**src/rtl/rpc_flow_dispatcher_if.sv**
```systemverilog
// RPC handshake bundle between the NIC RPC unit, the flow dispatcher and the CCI-P transmitter.
// The dispatcher sits on the slave modport; the producer/consumer side uses master.
interface rpc_flow_dispatcher_if #(
  parameter int DATA_W            = 64,
  parameter int LMAX_NUM_OF_FLOWS = 1,
  parameter int CONN_ID_WIDTH     = 16
);
  logic [DATA_W-1:0]            rpc_in;
  logic                         rpc_in_valid;
  logic [CONN_ID_WIDTH-1:0]     rpc_conn_id_in;
  logic                         ccip_tx_ready;
  logic [DATA_W-1:0]            rpc_out;
  logic                         rpc_out_valid;
  logic [LMAX_NUM_OF_FLOWS-1:0] rpc_flow_id_out;

  modport master (
    output rpc_in, rpc_in_valid, rpc_conn_id_in, ccip_tx_ready,
    input  rpc_out, rpc_out_valid, rpc_flow_id_out
  );

  modport slave (
    input  rpc_in, rpc_in_valid, rpc_conn_id_in, ccip_tx_ready,
    output rpc_out, rpc_out_valid, rpc_flow_id_out
  );
endinterface

```
**src/rtl/rpc_flow_dispatcher.sv**
```systemverilog
// Assigns a TX flow id to each incoming RPC (round-robin or connection hash), buffers it in a
// dispatch FIFO and releases one RPC per cycle to the CCI-P transmitter when it is ready.
module rpc_flow_dispatcher #(
  parameter int DATA_W            = 64,
  parameter int LMAX_NUM_OF_FLOWS = 1,
  parameter int LDISP_FIFO_DEPTH  = 4,
  parameter int CONN_ID_WIDTH     = 16
) (
  input  logic                          clk,
  input  logic                          reset_n,
  input  logic                          start,
  input  logic [LMAX_NUM_OF_FLOWS-1:0]  number_of_flows,
  input  logic                          lb_mode,
  rpc_flow_dispatcher_if.slave          bus,
  output logic [LDISP_FIFO_DEPTH:0]     fifo_count,
  output logic [31:0]                   drop_count
);

  localparam int FLOW_W = LMAX_NUM_OF_FLOWS;
  localparam int CHUNKS = (CONN_ID_WIDTH + FLOW_W - 1) / FLOW_W;
  localparam int ENT_W  = DATA_W + FLOW_W;
  localparam logic [LDISP_FIFO_DEPTH:0] FULL_CNT = {1'b1, {LDISP_FIFO_DEPTH{1'b0}}};

  function automatic logic [FLOW_W-1:0] conn_hash(input logic [CONN_ID_WIDTH-1:0] cid);
    logic [CHUNKS*FLOW_W-1:0] padded;
    logic [FLOW_W-1:0]        h;
    padded                    = '0;
    padded[CONN_ID_WIDTH-1:0] = cid;
    h                         = '0;
    for (int i = 0; i < CHUNKS; i++) begin
      h = h ^ padded[i*FLOW_W +: FLOW_W];
    end
    return h;
  endfunction

  function automatic logic [31:0] sat_inc32(input logic [31:0] v);
    return (v == 32'hFFFF_FFFF) ? v : v + 32'd1;
  endfunction

  logic                    acc_p0;
  logic [FLOW_W-1:0]       flow_p0;
  logic [FLOW_W-1:0]       rr_ptr;

  logic                    vld_p1;
  logic [DATA_W-1:0]       rpc_p1;
  logic [FLOW_W-1:0]       flow_p1;

  logic [ENT_W-1:0]        mem [0:(1<<LDISP_FIFO_DEPTH)-1];
  logic [LDISP_FIFO_DEPTH-1:0] wr_ptr, rd_ptr;
  logic                    pop, push, drop, full_eff;

  logic                    vld_p2;
  logic [DATA_W-1:0]       rpc_p2;
  logic [FLOW_W-1:0]       flow_p2;

  // ---- stage 0: accept and pick a flow ----
  always_comb begin
    acc_p0  = start && bus.rpc_in_valid;
    flow_p0 = lb_mode ? (conn_hash(bus.rpc_conn_id_in) & number_of_flows) : rr_ptr;
  end

  // Drops also advance the pointer; an out-of-range pointer after a config change wraps to 0.
  always_ff @(posedge clk or negedge reset_n) begin
    if (!reset_n) begin
      rr_ptr <= '0;
    end else if (acc_p0 && !lb_mode) begin
      rr_ptr <= (rr_ptr >= number_of_flows) ? '0 : rr_ptr + 1'b1;
    end
  end

  // ---- stage 1: registered RPC awaiting FIFO write ----
  always_ff @(posedge clk or negedge reset_n) begin
    if (!reset_n) vld_p1 <= 1'b0;
    else          vld_p1 <= acc_p0;
  end

  always_ff @(posedge clk) begin
    if (acc_p0) begin
      rpc_p1  <= bus.rpc_in;
      flow_p1 <= flow_p0;
    end
  end

  // ---- stage 2: FIFO write / drop, pop to output ----
  // A pop in the same cycle frees the slot, so a full FIFO still accepts the incoming entry.
  always_comb begin
    pop      = start && bus.ccip_tx_ready && (fifo_count != '0);
    full_eff = (fifo_count == FULL_CNT) && !pop;
    push     = vld_p1 && !full_eff;
    drop     = vld_p1 && full_eff;
  end

  always_ff @(posedge clk) begin
    if (push) mem[wr_ptr] <= {rpc_p1, flow_p1};
  end

  always_ff @(posedge clk or negedge reset_n) begin
    if (!reset_n) begin
      wr_ptr     <= '0;
      rd_ptr     <= '0;
      fifo_count <= '0;
      drop_count <= '0;
    end else begin
      if (push) wr_ptr <= wr_ptr + 1'b1;
      if (pop)  rd_ptr <= rd_ptr + 1'b1;
      case ({push, pop})
        2'b10:   fifo_count <= fifo_count + 1'b1;
        2'b01:   fifo_count <= fifo_count - 1'b1;
        default: fifo_count <= fifo_count;
      endcase
      if (drop) drop_count <= sat_inc32(drop_count);
    end
  end

  always_ff @(posedge clk or negedge reset_n) begin
    if (!reset_n) begin
      vld_p2  <= 1'b0;
      rpc_p2  <= '0;
      flow_p2 <= '0;
    end else begin
      vld_p2 <= pop;
      if (pop) {rpc_p2, flow_p2} <= mem[rd_ptr];
    end
  end

  assign bus.rpc_out         = rpc_p2;
  assign bus.rpc_out_valid   = vld_p2;
  assign bus.rpc_flow_id_out = flow_p2;

endmodule
```
**src/flat_wrapper.sv**
```systemverilog
// flat-port wrapper written by rule: the top's interface ports become plain ports
module rpc_flow_dispatcher_flat 
#(
  parameter int DATA_W            = 64,
  parameter int LMAX_NUM_OF_FLOWS = 1,
  parameter int LDISP_FIFO_DEPTH  = 4,
  parameter int CONN_ID_WIDTH     = 16
)
  (clk, reset_n, start, number_of_flows, lb_mode, fifo_count, drop_count, bus_rpc_in, bus_rpc_in_valid, bus_rpc_conn_id_in, bus_ccip_tx_ready, bus_rpc_out, bus_rpc_out_valid, bus_rpc_flow_id_out);
  rpc_flow_dispatcher_if #(.DATA_W(DATA_W), .LMAX_NUM_OF_FLOWS(LMAX_NUM_OF_FLOWS), .CONN_ID_WIDTH(CONN_ID_WIDTH)) bus_i ();
  input  logic clk;
  input  logic reset_n;
  input  logic start;
  input  logic [LMAX_NUM_OF_FLOWS-1:0] number_of_flows;
  input  logic lb_mode;
  output logic [LDISP_FIFO_DEPTH:0] fifo_count;
  output logic [31:0] drop_count;
  input wire logic [$bits(bus_i.rpc_in)-1:0] bus_rpc_in;
  input wire logic [$bits(bus_i.rpc_in_valid)-1:0] bus_rpc_in_valid;
  input wire logic [$bits(bus_i.rpc_conn_id_in)-1:0] bus_rpc_conn_id_in;
  input wire logic [$bits(bus_i.ccip_tx_ready)-1:0] bus_ccip_tx_ready;
  output wire logic [$bits(bus_i.rpc_out)-1:0] bus_rpc_out;
  output wire logic [$bits(bus_i.rpc_out_valid)-1:0] bus_rpc_out_valid;
  output wire logic [$bits(bus_i.rpc_flow_id_out)-1:0] bus_rpc_flow_id_out;
  assign bus_i.rpc_in = bus_rpc_in;
  assign bus_i.rpc_in_valid = bus_rpc_in_valid;
  assign bus_i.rpc_conn_id_in = bus_rpc_conn_id_in;
  assign bus_i.ccip_tx_ready = bus_ccip_tx_ready;
  assign bus_rpc_out = bus_i.rpc_out;
  assign bus_rpc_out_valid = bus_i.rpc_out_valid;
  assign bus_rpc_flow_id_out = bus_i.rpc_flow_id_out;
  rpc_flow_dispatcher #(.DATA_W(DATA_W), .LMAX_NUM_OF_FLOWS(LMAX_NUM_OF_FLOWS), .LDISP_FIFO_DEPTH(LDISP_FIFO_DEPTH), .CONN_ID_WIDTH(CONN_ID_WIDTH)) u_core (.clk(clk), .reset_n(reset_n), .start(start), .number_of_flows(number_of_flows), .lb_mode(lb_mode), .bus(bus_i), .fifo_count(fifo_count), .drop_count(drop_count));
endmodule
```
**config.mk**
```make
export PLATFORM = sky130hd
export DESIGN_NAME = rpc_flow_dispatcher_flat
export DESIGN_NICKNAME = d
export VERILOG_FILES = /design/src/rtl/rpc_flow_dispatcher_if.sv /design/src/rtl/rpc_flow_dispatcher.sv /design/src/flat_wrapper.sv
export SDC_FILE = /design/constraint.sdc
export NUM_CORES = 1
export LEC_CHECK = 0
export CORE_ASPECT_RATIO = 0.5
export CORE_MARGIN = 3
export CORE_UTILIZATION = 60
export DETAILED_ROUTE_END_ITERATION = 16
export PLACE_DENSITY = 0.79
export SYNTH_ARGS = -nofsm -noshare
export SYNTH_HDL_FRONTEND = slang
export SYNTH_SLANG_ARGS = --single-unit
```
**constraint.sdc**
```tcl
create_clock -name clk -period 22.5 [get_ports clk]
set_clock_uncertainty 0.05 [all_clocks]
set_input_delay 2.25 -clock clk [delete_from_list [all_inputs] [get_ports clk]]
set_output_delay 2.25 -clock clk [all_outputs]
set_load 0.02 [all_outputs]
```
**Yosys cells after proc, flatten, opt, wreduce, memory -nomap -nowiden**

Memories as Yosys holds them, arrays and structs flattened. A register that Yosys moved wholly into a read port is not among the register bits.
Cells that the tools add are included.
W data, S select, Z words.

- Bitwise logic cells: 17
- Eq/ne operators: 4
- Shift operators: 0
- Div/mod/pow operators: 0
- Multiplexer cells: 5
- $lt $le $gt $ge: 1
- Reductions and logical operators: 14
- Add/sub/neg operators: 6
- $mul: 0

Operators with widths:

| operator | count |
|---|---|
| $add A32 B1 Y32 const B | 1 |
| $eq A32 B32 Y1 const B | 1 |
| $xor A1 B1 Y1 | 15 |
| $pmux W5 S2 | 1 |
| $add A4 B1 Y4 const B | 2 |
| $logic_and A1 B1 Y1 | 7 |
| $add A5 B1 Y5 const B | 1 |
| $eq A5 B5 Y1 const B | 1 |
| $reduce_bool A5 Y1 | 1 |
| $sub A5 B1 Y5 const B | 1 |
| $logic_not A1 Y1 | 4 |
| $mux W1 | 4 |
| $eq A2 B1 Y1 const B | 1 |
| $eq A2 B2 Y1 const B | 1 |
| $reduce_and A2 Y1 | 1 |
| $reduce_bool A2 Y1 | 1 |
| $add A1 B1 Y1 const B | 1 |
| $and A1 B1 Y1 | 1 |
| $ge A1 B1 Y1 | 1 |
| $not A1 Y1 | 1 |

- Word-level logic and storage cells: 57
- Memories kept: 1
- Output and inout port bits: 103
- Bits in read-only memories: 0
- Input port bits: 87
- RAM bits: 1,040
- Latch bits: 0
- Register bits: 113

Memories:

| memory | depth | bits a word | rd ports | clocked after memory_dff | wr ports | RTL line | RTL |
|---|---|---|---|---|---|---|---|
| u_core.mem | 16 | 65 | 1 | 1 | 1 | rpc_flow_dispatcher.sv:48 | `logic [ENT_W-1:0] mem [0:(1<<LDISP_FIFO_DEPTH)-1];` |

**Depth between registers and ports, before layout**

Gate-level depths: netlist of the first run.

- Depth in word-level cells: 17
- Mapped depth: 12
- Mapped depth without buffers: 11

**Worst setup path before layout of the first run**

OpenSTA, ideal clock, no wires.

- Path type: input to register
- From: input start
- To: memory u_core.mem[0][0] (netlist bit), enable pin
- Setup slack: 12.707 ns
- Path buffers: 1
- Data required time: 21.802 ns
- Arrival: 9.094 ns
- Stages: 6
- Setup time: 0.648 ns
- Cells stage by stage: a21boi_0 > nand2_1 > and2_1 > clkbuf_1 > inv_1 > nor4_1

- Cells in the longest elaborated chain, start to end: 8

Ends and longest elaborated chain:

| what | RTL line | RTL |
|---|---|---|
| from (decl) | flat_wrapper.sv:13 | `input logic start;` |
| $logic_and A1 B1 Y1 (2 in a row) | rpc_flow_dispatcher.sv:87 | `pop = start && bus.ccip_tx_ready && (fifo_count != '0);` |
| $logic_not A1 Y1 | rpc_flow_dispatcher.sv:88 | `full_eff = (fifo_count == FULL_CNT) && !pop;` |
| $logic_and A1 B1 Y1 | rpc_flow_dispatcher.sv:88 |  |
| $logic_not A1 Y1 | rpc_flow_dispatcher.sv:89 | `push = vld_p1 && !full_eff;` |
| $logic_and A1 B1 Y1 | rpc_flow_dispatcher.sv:89 |  |
| $mux W1 | rpc_flow_dispatcher.sv:94 | `if (push) mem[wr_ptr] <= {rpc_p1, flow_p1};` |
| $mux W1 (implied by the code) | rpc_flow_dispatcher.sv:94 |  |
| to (decl) | rpc_flow_dispatcher.sv:48 |  |

Every way passes these cells.

**Worst setup path after layout of the first run**

- From: input start
- To: memory u_core.mem[15][33] (netlist bit), enable pin

The elaborated chain is that of the path after synthesis.

==> results of run 1 <==
-- registers in the layout, indices dropped and copies added (netlist names) --
register                    count
u_core.rr_ptr                   1
u_core.bus.rpc_out             64
u_core.rpc_p1                  64
u_core.flow_p1                  1
u_core.mem                   1040
u_core.bus.rpc_flow_id_out      1
u_core.fifo_count               5
u_core.rd_ptr                   4
u_core.drop_count              32
u_core.wr_ptr                   4
u_core.vld_p1                   1
u_core.bus.rpc_out_valid        1
-- worst paths after layout --
kind | start | end
worst min-delay path | u_core.bus.rpc_out[14] | u_core.bus.rpc_out[14]
worst max-delay path | start | u_core.mem[15][33]
min in group asynchronous | reset_n | u_core.rr_ptr
worst max register to register | u_core.rd_ptr[0] | u_core.bus.rpc_out[42]
worst min register to register | u_core.bus.rpc_out[14] | u_core.bus.rpc_out[14]
max in group asynchronous | reset_n | u_core.rd_ptr[1]
-- through the flow --
stage,worst slack [ps],std cells
finish,17310,3362
global route,16790,3362
CTS,17200,3361
detailed placement,16640,3176
global placement,16630,3176
floorplan,12710,2047
-- cells by family (layout without fill, tap and decap cells) --
family	after synthesis	in the layout
DFF	1218	1218
muxes	262	262
AOI/OAI and AO/OA	211	211
xor gates and xnor gates	57	57
and+or+nand+nor	172	172
other	0	1
buffers and inverters	116	422
adders and majority gates	11	11
-- placed cells by master (no fill, tap or decap), types with 4 or more instances in the layout --
master / synthesis / layout
edfxtp_1: 1105 / 1105
mux4_2: 260 / 260
clkdlybuf4s50_1: 0 / 188
dfrtp_1: 113 / 111
clkbuf_16: 0 / 100
nand2_1: 92 / 92
a22o_1: 65 / 65
a221oi_1: 65 / 65
o21ai_1: 48 / 48
xnor2_1: 45 / 45
clkbuf_1: 64 / 35
buf_4: 1 / 35
o21ai_0: 21 / 21
clkinv_1: 0 / 19
nand3_1: 12 / 12
xor2_1: 12 / 12
nand4_1: 12 / 12
inv_1: 12 / 11
ha_1: 10 / 10
and2_4: 0 / 9
bufinv_16: 0 / 9
nor4_2: 2 / 6
clkinv_2: 0 / 6
clkbuf_8: 0 / 6
nor2_4: 0 / 5
nor2_1: 10 / 5
a21oi_1: 4 / 4
nor2_2: 4 / 4
clkinvlp_4: 0 / 4
-- critical path: stages --
cell and delay, ps:
clkdlybuf4s50_1 500, a21boi_0 220, nand2_1 120, and2_1 270, nand3_1 360, nor2_4 970, buf_4 710
-- layout make-up --
cell class / count / share of cell area
multi-input cells: 713 / 0.175
clock buffers: 141 / 0.0525
clock inverters: 44 / 0.00921
well taps: 1008 / 0.0244
flip-flops and latches: 1218 / 0.696
diodes: 1 / 0.0000483
repair buffers: 225 / 0.0420
inverters: 12 / 0.000894
-- power by group through the flow --
| stage | sequential (mW) | clock [mW] | combinational (mW) |
|---|---|---|---|
| final | 2.80 | 1.73 | 1.50 |
| after global routing | 2.82 | 1.83 | 1.60 |
| after CTS | 2.80 | 1.75 | 1.52 |
| after detailed placement | 2.85 | 0 | 1.49 |
| after global placement | 2.83 | 0 | 1.46 |
| after floorplan | 2.85 | 0 | 0.976 |
-- routing by layer --
metal / share of wire / wire (µm) / global-route usage / vias up
met5: 0 / 0 / 0 / -
met1: 0.38 / 38100 / 0.361 / 11600
met3: 0.089 / 8860 / 0.0532 / 179
met4: 0.026 / 2580 / 0.0756 / 0
met2: 0.50 / 49900 / 0.414 / 1297
li1: - / - / - / 9014
==> impl_metrics.toml, run 1 <==
[logic_synthesis]
synth.most_common_cell = "edfxtp_1"
ys_types = 44
yosys.area_share.simple = 0.0194
syn_nets = 2145
synth_area_um2 = 45500
synth_area_per_cell_um2 = 22.2
synthMuxAreaShare = 0.129
yosysSeqAreaShare = 0.792
synthTopCellsByCount = "edfxtp_1 (1,105), mux4_2 (260), dfrtp_1 (113), nand2_1 (92)"
ys.flop_type = "edfxtp_1"
ys_async_sr_fraction = 0.0928
synthXorXnorAreaFrac = 0.0110
synth_top_family_by_area = "multiplexers"
synth_warnings = 0
synth.area.top_cells = "edfxtp_1 (73%), mux4_2 (13%), dfrtp_1 (6.2%)"
netlist.top_cell.by_area = "edfxtp_1"
synthAdderAreaFrac = 0.00319
synth_edf_count = 1105
synth_compound_area_frac = 0.0346
postSynthCellCount = 2047
synth_top_area_share = 0.730
ys_ff_latch = 1218

[pwr]
p_seq_frac = 0.465
p_clk_frac = 0.287
switchingPower_mw = 1.72
intPower_mw = 4.31
power_density_nw_per_um2 = 116
leakage_nw = 16.6
power_switching_share = 0.285
fin_total_pwr_mw = 6.03
p_comb_frac = 0.249
ir_drop_mv = 0.108

[floorplan]
io_pins = 190
die_x_um = 395
dieArea_um2 = 79300
initial_utilization = 0.614
core_area_um2 = 74000
die_h_um = 201
fp-row-count = 70

[finish]
fillerInstances = 4111
utilization = 0.700
final_cell_area_um2 = 51800
final-seq-area_um2 = 36000
multiInputGateArea_um2 = 9090
drive_gt1_frac = 0.202
nets = 2366
syn_to_final_growth_pct = 13.9

[sta]
hold_violations = 0
worst_pin_slew_ps = 1280
slew_violations = 0
period_minus_slack_ps = 5190
setup_viol = 0
fin_hold_ws_ps = 430
fmax_mhz = 193
finalSetupTns_ps = 0
grt_setup_unrepaired = "false"
final.period_utilization = 0.231
relSlewSlack = 0.148

[clock_tree]
clockBufferDepth = 3
tritoncts = "yes"
cts_setup_buffers = 0
clock_sinks = 1218
cts.repair.resized = 0
htree_levels = 3
worstSkewPairLatency_ps = 680
numCtsBuffers = 98
cts_root_buf = "clkbuf_16"
path_clk_slew_ps = 70
cts_hold_buf = 0

[worst_hold_path]
hold_depth = 2
hp-class = "register to register"

[placed_design]
dp_hpwl_mm = 49.5
io_buffers = 189
gp_congestion = 0.781
placed_cell_area_um2 = 48600

[route]
vias_per_cell = 6.56
dr.pass1.iters = 5
wl_per_cell_um = 29.6
num_vias = 22100
ant_nets = 0
drt_iter0_markers = 2704
drcViolationCount = 0
wl_mm = 99.4

[global_route]
grt_usage = 0.256
grt_max_degree = 106
grt_pass1_wl_mm = 150
antenna_found_initial = 1
grt_pass1_vias = 23100
grt-ovfl-total = 0

[critical_path]
reg2reg_depth = 7
start_kind = "input pin"
cp_data_required_time_ps = 22760
arrival_ps = 5450
critPathKind = "input pin to register"
critPathMaxFanout = 37
crit_path_end_kind = "register"
reg2reg_slack_ps = 17370

[job]
drv_cap = 0

[outcome]
status = "complete, no violations"
No activity file was read; power rests on OpenSTA's default activity.
==> run 2: changes to the inputs <==
CORE_UTILIZATION = 54   (was 60)
PLACE_DENSITY = 0.75   (was 0.79)
clock period = 4.35 ns   (was 22.5 ns; I/O delays follow)
==> impl_metrics.toml, run 2 (synthesis results as in run 1) <==
[outcome]
status = "complete, no violations"

[finish]
final_cell_mix = "edfxtp_1 (1,105), mux4_2 (260), clkdlybuf4s50_1 (188), dfrtp_1 (111), clkbuf_16 (101)"
drive_gt1_frac = 0.228
fillerInstances = 5180
top_register = "u_core.mem"
syn_to_final_growth_pct = 16.3
final-seq-area_um2 = 36000
final_cells = 3505
nets = 2414
multiInputGateArea_um2 = 9120
utilization = 0.641
largest_register_ffs = 1040
layout_commonest_cell = "edfxtp_1"

[global_route]
antenna_found_initial = 2
grt-ovfl-total = 0
grt_util_met3 = 0.0457
grt_pass1_vias = 22600
grt_usage = 0.235
gr-max-usage-layer = "met2"
grt_pass1_wl_mm = 152
grtUsageMet1 = 0.346
grt_use_met2 = 0.369
grt_max_degree = 88

[route]
wl_mm = 101
drt_iter0_markers = 2650
ant_nets = 0
num_vias = 22000
vias_per_cell = 6.28
wl_per_cell_um = 28.7
dr.pass1.iters = 5
drcViolationCount = 0

[sta]
setup_viol = 0
final.period_utilization = 0.785
period_minus_slack_ps = 3410
finalSetupTns_ps = 0
relSlewSlack = 0.180
fmax_mhz = 293
slew_violations = 0
grt_setup_unrepaired = "false"
worst_pin_slew_ps = 1230
hold_violations = 0

[critical_path]
cp.depth = 11
crit_path_top_delay_cell = "nor4_2"
startpoint = "u_core.fifo_count[0]"
start_kind = "register"
cp_top_family = "simple AND/OR/NAND/NOR gates"
crit_path_end_kind = "register"
crit_buf_inv = 1
critPathKind = "register to register"
cp_data_required_time_ps = 4870
r2r_start = "u_core.fifo_count[0]"
critPathCapture = "u_core.fifo_count[4]"
cp_cell_sequence = "nor4_2 > nand2_1 > and2_1 > inv_1 > ha_1 > ha_1 > a21o_1 > a21oi_1 > xor2_1 > nor2_1 > xnor2_1"
r2r_end = "u_core.fifo_count[4]"
reg2reg_depth = 11
worst_path_largest_cell_delay_ps = 580
arrival_ps = 3930
reg2reg_slack_ps = 940
cp_common_cell = "ha_1"
critPathMaxFanout = 7

[clock_tree]
clock_sinks = 1218
numCtsBuffers = 100
path_clk_slew_ps = 70
cts.repair.resized = 0
cts_hold_buf = 1
cts_setup_buffers = 0
cts_root_buf = "clkbuf_16"
clockBufferDepth = 3
worstSkewPairLatency_ps = 690
tritoncts = "yes"
htree_levels = 3

[job]
drv_cap = 0

[floorplan]
initial_utilization = 0.551
die_h_um = 211
fp-row-count = 74
dieArea_um2 = 87900
core_area_um2 = 82500
io_pins = 190
die_x_um = 416

[worst_hold_path]
hp-class = "input pin to register"

[placed_design]
dp.cells = 3315
io_buffers = 189
dp_hpwl_mm = 57.1
gp_congestion = 0.776

[pwr]
power_density_nw_per_um2 = 605
fin_total_pwr_mw = 32.0
ir_drop_mv = 0.414
leakage_nw = 17.1
## run 2: cell count changes in the layout (fill, tap and decap cells not counted), sizes merged
cell / delta
buf: +45
clkinv: +9
clkbuf: -7
bufinv: +2
inv: -2
clkinvlp: +1
dlygate4sd3: +1
## run 2: report_power, final
group          total, mW  internal (mW)  switching (mW)
combinational       8.22           3.88            4.34
clock               9.32           5.17            4.15
sequential          14.5           13.7           0.751
total               32.0           22.8            9.24
## run 2: metal layers
metal  share of wire  vias to the layer above  routed length, µm
li1                -                     9127                  -
met1            0.41                    11600              40800
met2            0.48                     1124              48700
met3           0.090                      132               9060
met4           0.020                        0               2020
met5               0                        -                  0
## run 2: how the worst min path moves through the flow
stage	startpoint	endpoint	slack [ps]	cells past startpoint
5_1_grt	bus_rpc_in[24]	u_core.rpc_p1[24]	210	1
6_report	bus_rpc_in[49]	u_core.rpc_p1[49]	250	1
3_5_place_dp	u_core.bus.rpc_out[11]	u_core.bus.rpc_out[11]	420	2
3_3_place_gp	u_core.bus.rpc_out[7]	u_core.bus.rpc_out[7]	410	2
2_1_floorplan	reset_n	u_core.bus.rpc_flow_id_out	90	0
4_1_cts	bus_rpc_in[12]	u_core.rpc_p1[12]	190	1
## run 2: worst register-to-register path: stages (launching register included)
cell and delay [ps]:
dfrtp_1 460, nor4_2 580, nand2_1 100, and2_1 280, inv_1 420, ha_1 370
ha_1 320, a21o_1 180, a21oi_1 180, xor2_1 170, nor2_1 70, xnor2_1 130
## run 2: area by class of cell
cell class,count,share of cell area
tap,1102,0.0261
timing repair buffer,271,0.0548
clock inverter,54,0.0121
sequential,1218,0.681
clock buffer,134,0.0524
inverter,12,0.000876
multi-input combinational,713,0.172
antenna,1,0.0000473
## run 2: through the flow
stage          worst slack (ps)  hold slack (ps)  area [µm²]
2_1_floorplan              -978             89.4       45500
3_3_place_gp                638              412       49500
3_5_place_dp                580              423       49500
4_1_cts                     915              190       52900
5_1_grt                     674              213       52900
6_report                    935              250       52900
==> variant: new RTL, settings of run 2 <==
`DATA_W` is set to 64 in 3 places; all go to 96.
--- a/src/rtl/rpc_flow_dispatcher_if.sv
+++ b/src/rtl/rpc_flow_dispatcher_if.sv
@@ -1,7 +1,7 @@
 // RPC handshake bundle between the NIC RPC unit, the flow dispatcher and the CCI-P transmitter.
 // The dispatcher sits on the slave modport; the producer/consumer side uses master.
 interface rpc_flow_dispatcher_if #(
-  parameter int DATA_W            = 64,
+  parameter int DATA_W            = 96,
   parameter int LMAX_NUM_OF_FLOWS = 1,
   parameter int CONN_ID_WIDTH     = 16
 );
--- a/src/rtl/rpc_flow_dispatcher.sv
+++ b/src/rtl/rpc_flow_dispatcher.sv
@@ -1,7 +1,7 @@
 // Assigns a TX flow id to each incoming RPC (round-robin or connection hash), buffers it in a
 // dispatch FIFO and releases one RPC per cycle to the CCI-P transmitter when it is ready.
 module rpc_flow_dispatcher #(
-  parameter int DATA_W            = 64,
+  parameter int DATA_W            = 96,
   parameter int LMAX_NUM_OF_FLOWS = 1,
   parameter int LDISP_FIFO_DEPTH  = 4,
   parameter int CONN_ID_WIDTH     = 16
--- a/src/flat_wrapper.sv
+++ b/src/flat_wrapper.sv
@@ -1,7 +1,7 @@
 // flat-port wrapper written by rule: the top's interface ports become plain ports
 module rpc_flow_dispatcher_flat 
 #(
-  parameter int DATA_W            = 64,
+  parameter int DATA_W            = 96,
   parameter int LMAX_NUM_OF_FLOWS = 1,
   parameter int LDISP_FIFO_DEPTH  = 4,
   parameter int CONN_ID_WIDTH     = 16
Ports: changed (resized bus_rpc_in and bus_rpc_out); port bits go from 190 to 254. The function was not compared with the original's and may differ.
==> variant against run 2 <==
Synthesized cell count rose by 43%. Hold slack got worse by 0.095 ns. Critical endpoint is now u_core.mem[11][17]. Critical path depth fell by 4. Largest power group unchanged. Routed wire length rose by 55%. Global-route usage rose by 0.97 points. Total power rose by 51%. First-iteration DRC count rose by 63%. Synthesized area rose by 48%. Critical path type unchanged. Cell area rose by 47%. Non-clock buffer count rose by 88. Setup slack improved by 0.19 ns. Count of clock-buffer cells in the layout rose by 56. Sequential cell count rose by 576.
==> variant: results (changes against run 2) <==
- Period utilization: 74.24% (was 78.50%)
- Post-Place Worst Slack: 0.6208 ns (was 0.5800 ns)
- Placed Cells: 4794 (was 3315)
- Top cells by count, synth: 1649 x edfxtp_1, 388 x mux4_2, 145 x dfrtp_1 (was 1105 x edfxtp_1, 260 x mux4_2, 113 x dfrtp_1)
- Initial DRC count: 4314 (was 2650)
- Via count: 32480 (was 22000)
- Avg WL per Cell: 30.75 um (was 28.69 um)
- Mapped Cells: 2936 (was 2047)
- Crit path DAT: 3.62 ns (was 3.93 ns)
- Dpl cell area: 72690 sq um (was 49450 sq um)
- Final net count: 3420 (was 2414)
- Dpl hpwl: 89.88 mm (was 57.11 mm)
- CP startpoint: u_core.fifo_count[4] (was u_core.fifo_count[0])
- Ant diodes: 0 (was 1)
- Area contributors post-synth: edfxtp_1 74%, mux4_2 13%, dfrtp_1 5.4%, a221oi_2 2.1%, a22o_1 1.3% (was edfxtp_1 73%, mux4_2 13%, dfrtp_1 6.2%, a221oi_1 1.3%, a22o_1 1.3%)
- Ratio of cells with drive above 1 in the final layout: 24.77% (was 22.77%)
- Hold path startpoint: bus_rpc_in[74] (was bus_rpc_in[49])
- Post-Syn Nets: 3066 (was 2145)
- Max reg flops: 1552 (was 1040)
- WHS: 0.1559 ns (was 0.2505 ns)
- Post-synth EDFFs: 1649 (was 1105)
- R2R cell count: 7 (was 11)
- All-Layer GR Usage: 24.45% (was 23.48%)
- First-pass GRT wire length: 231.8 mm (was 151.6 mm)
- Sequential share of the synthesized area: 78.98% (was 79.20%)
- Synth unique cells: 45 (was 44)
- Initial antenna violation count: 1 (was 2)
- Final Non-Filler Cells: 5068 (was 3505)
- Leakage dissipation: 24.91 nW (was 17.11 nW)
- R2R Setup Slk: 1.12 ns (was 0.94 ns)
- Worst-Margin Slew: 1.118 ns (was 1.230 ns)
- Top reg by flops: u_core.mem (unchanged)
- Pre-antenna DRT Iters: 6 (was 5)
- CTS Buf Count: 149 (was 100)
- Hold EP: u_core.rpc_p1[74] (was u_core.rpc_p1[49])
- Status: complete, no violations (unchanged)
- Worst skew pair latency: 0.79 ns (was 0.69 ns)
- Largest net degree at the start of global routing: 76 (was 88)
- Number of fill cells: 7775 (was 5180)
- Ys async rst share: 8.082% (was 9.278%)
- Max FO, Critical Path: 39 (was 7)
- PortBufs: 253 (was 189)
variant: cell types whose count changed in the layout (fill, tap and decap cells not counted), sizes merged, moves of 10 or more:
cell / before / now
nand2: 92 / 119
inv: 12 / 22
buf: 82 / 105
a221oi: 65 / 97
o21ai: 69 / 101
clkdlybuf4s50: 188 / 252
edfxtp: 1105 / 1649
clkbuf: 134 / 191
a22o: 65 / 97
mux4: 260 / 388
dfrtp: 113 / 145
variant: report_power, final:
| group | leakage [nW] | internal (mW) | switching, mW |
|---|---|---|---|
| sequential | 16.7 | 20.2 | 1.11 |
| clock | 2.45 | 7.79 | 6.14 |
| combinational | 5.73 | 6.10 | 7.09 |
variant: cell families (layout without fill, tap and decap cells):
| group | count (synthesis) | count (layout) | synth area share, % |
|---|---|---|---|
| xor+xnor | 55 | 55 | 0.7158 |
| flops | 1794 | 1794 | 78.98 |
| simple gates | 209 | 209 | 1.547 |
| fa+ha+maj | 11 | 11 | 0.2157 |
| buf+inv | 166 | 642 | 1.203 |
| compound gates | 311 | 311 | 4.321 |
| mux | 390 | 390 | 13.02 |
variant: worst max-delay path, stage by stage, from the launching register on:
cell and delay [ns]:
dfrtp_1 0.40, a21boi_0 0.18, a21boi_0 0.34, inv_1 0.23, buf_4 0.23, nor3b_1 0.50
and2_4 0.55, buf_12 0.35
variant: routing by layer:
metal	wire, um	GRT usage (%)	vias up
li1	-	-	13130
met1	63370	36.46	17280
met2	73490	37.02	1854
met3	15810	5.674	211
met4	3180	6.402	2
met5	13	0	-
variant: cell type report:
cell class                 count  area, sq um  area share (%)
sequential                  1794        53150           68.38
multi-input combinational    976        13410           17.26
timing repair buffer         359         4023           5.175
clock buffer                 190         4015           5.165
tap                         1656         2072           2.666
clock inverter                83         1015           1.305
inverter                      10        40.04         0.05151
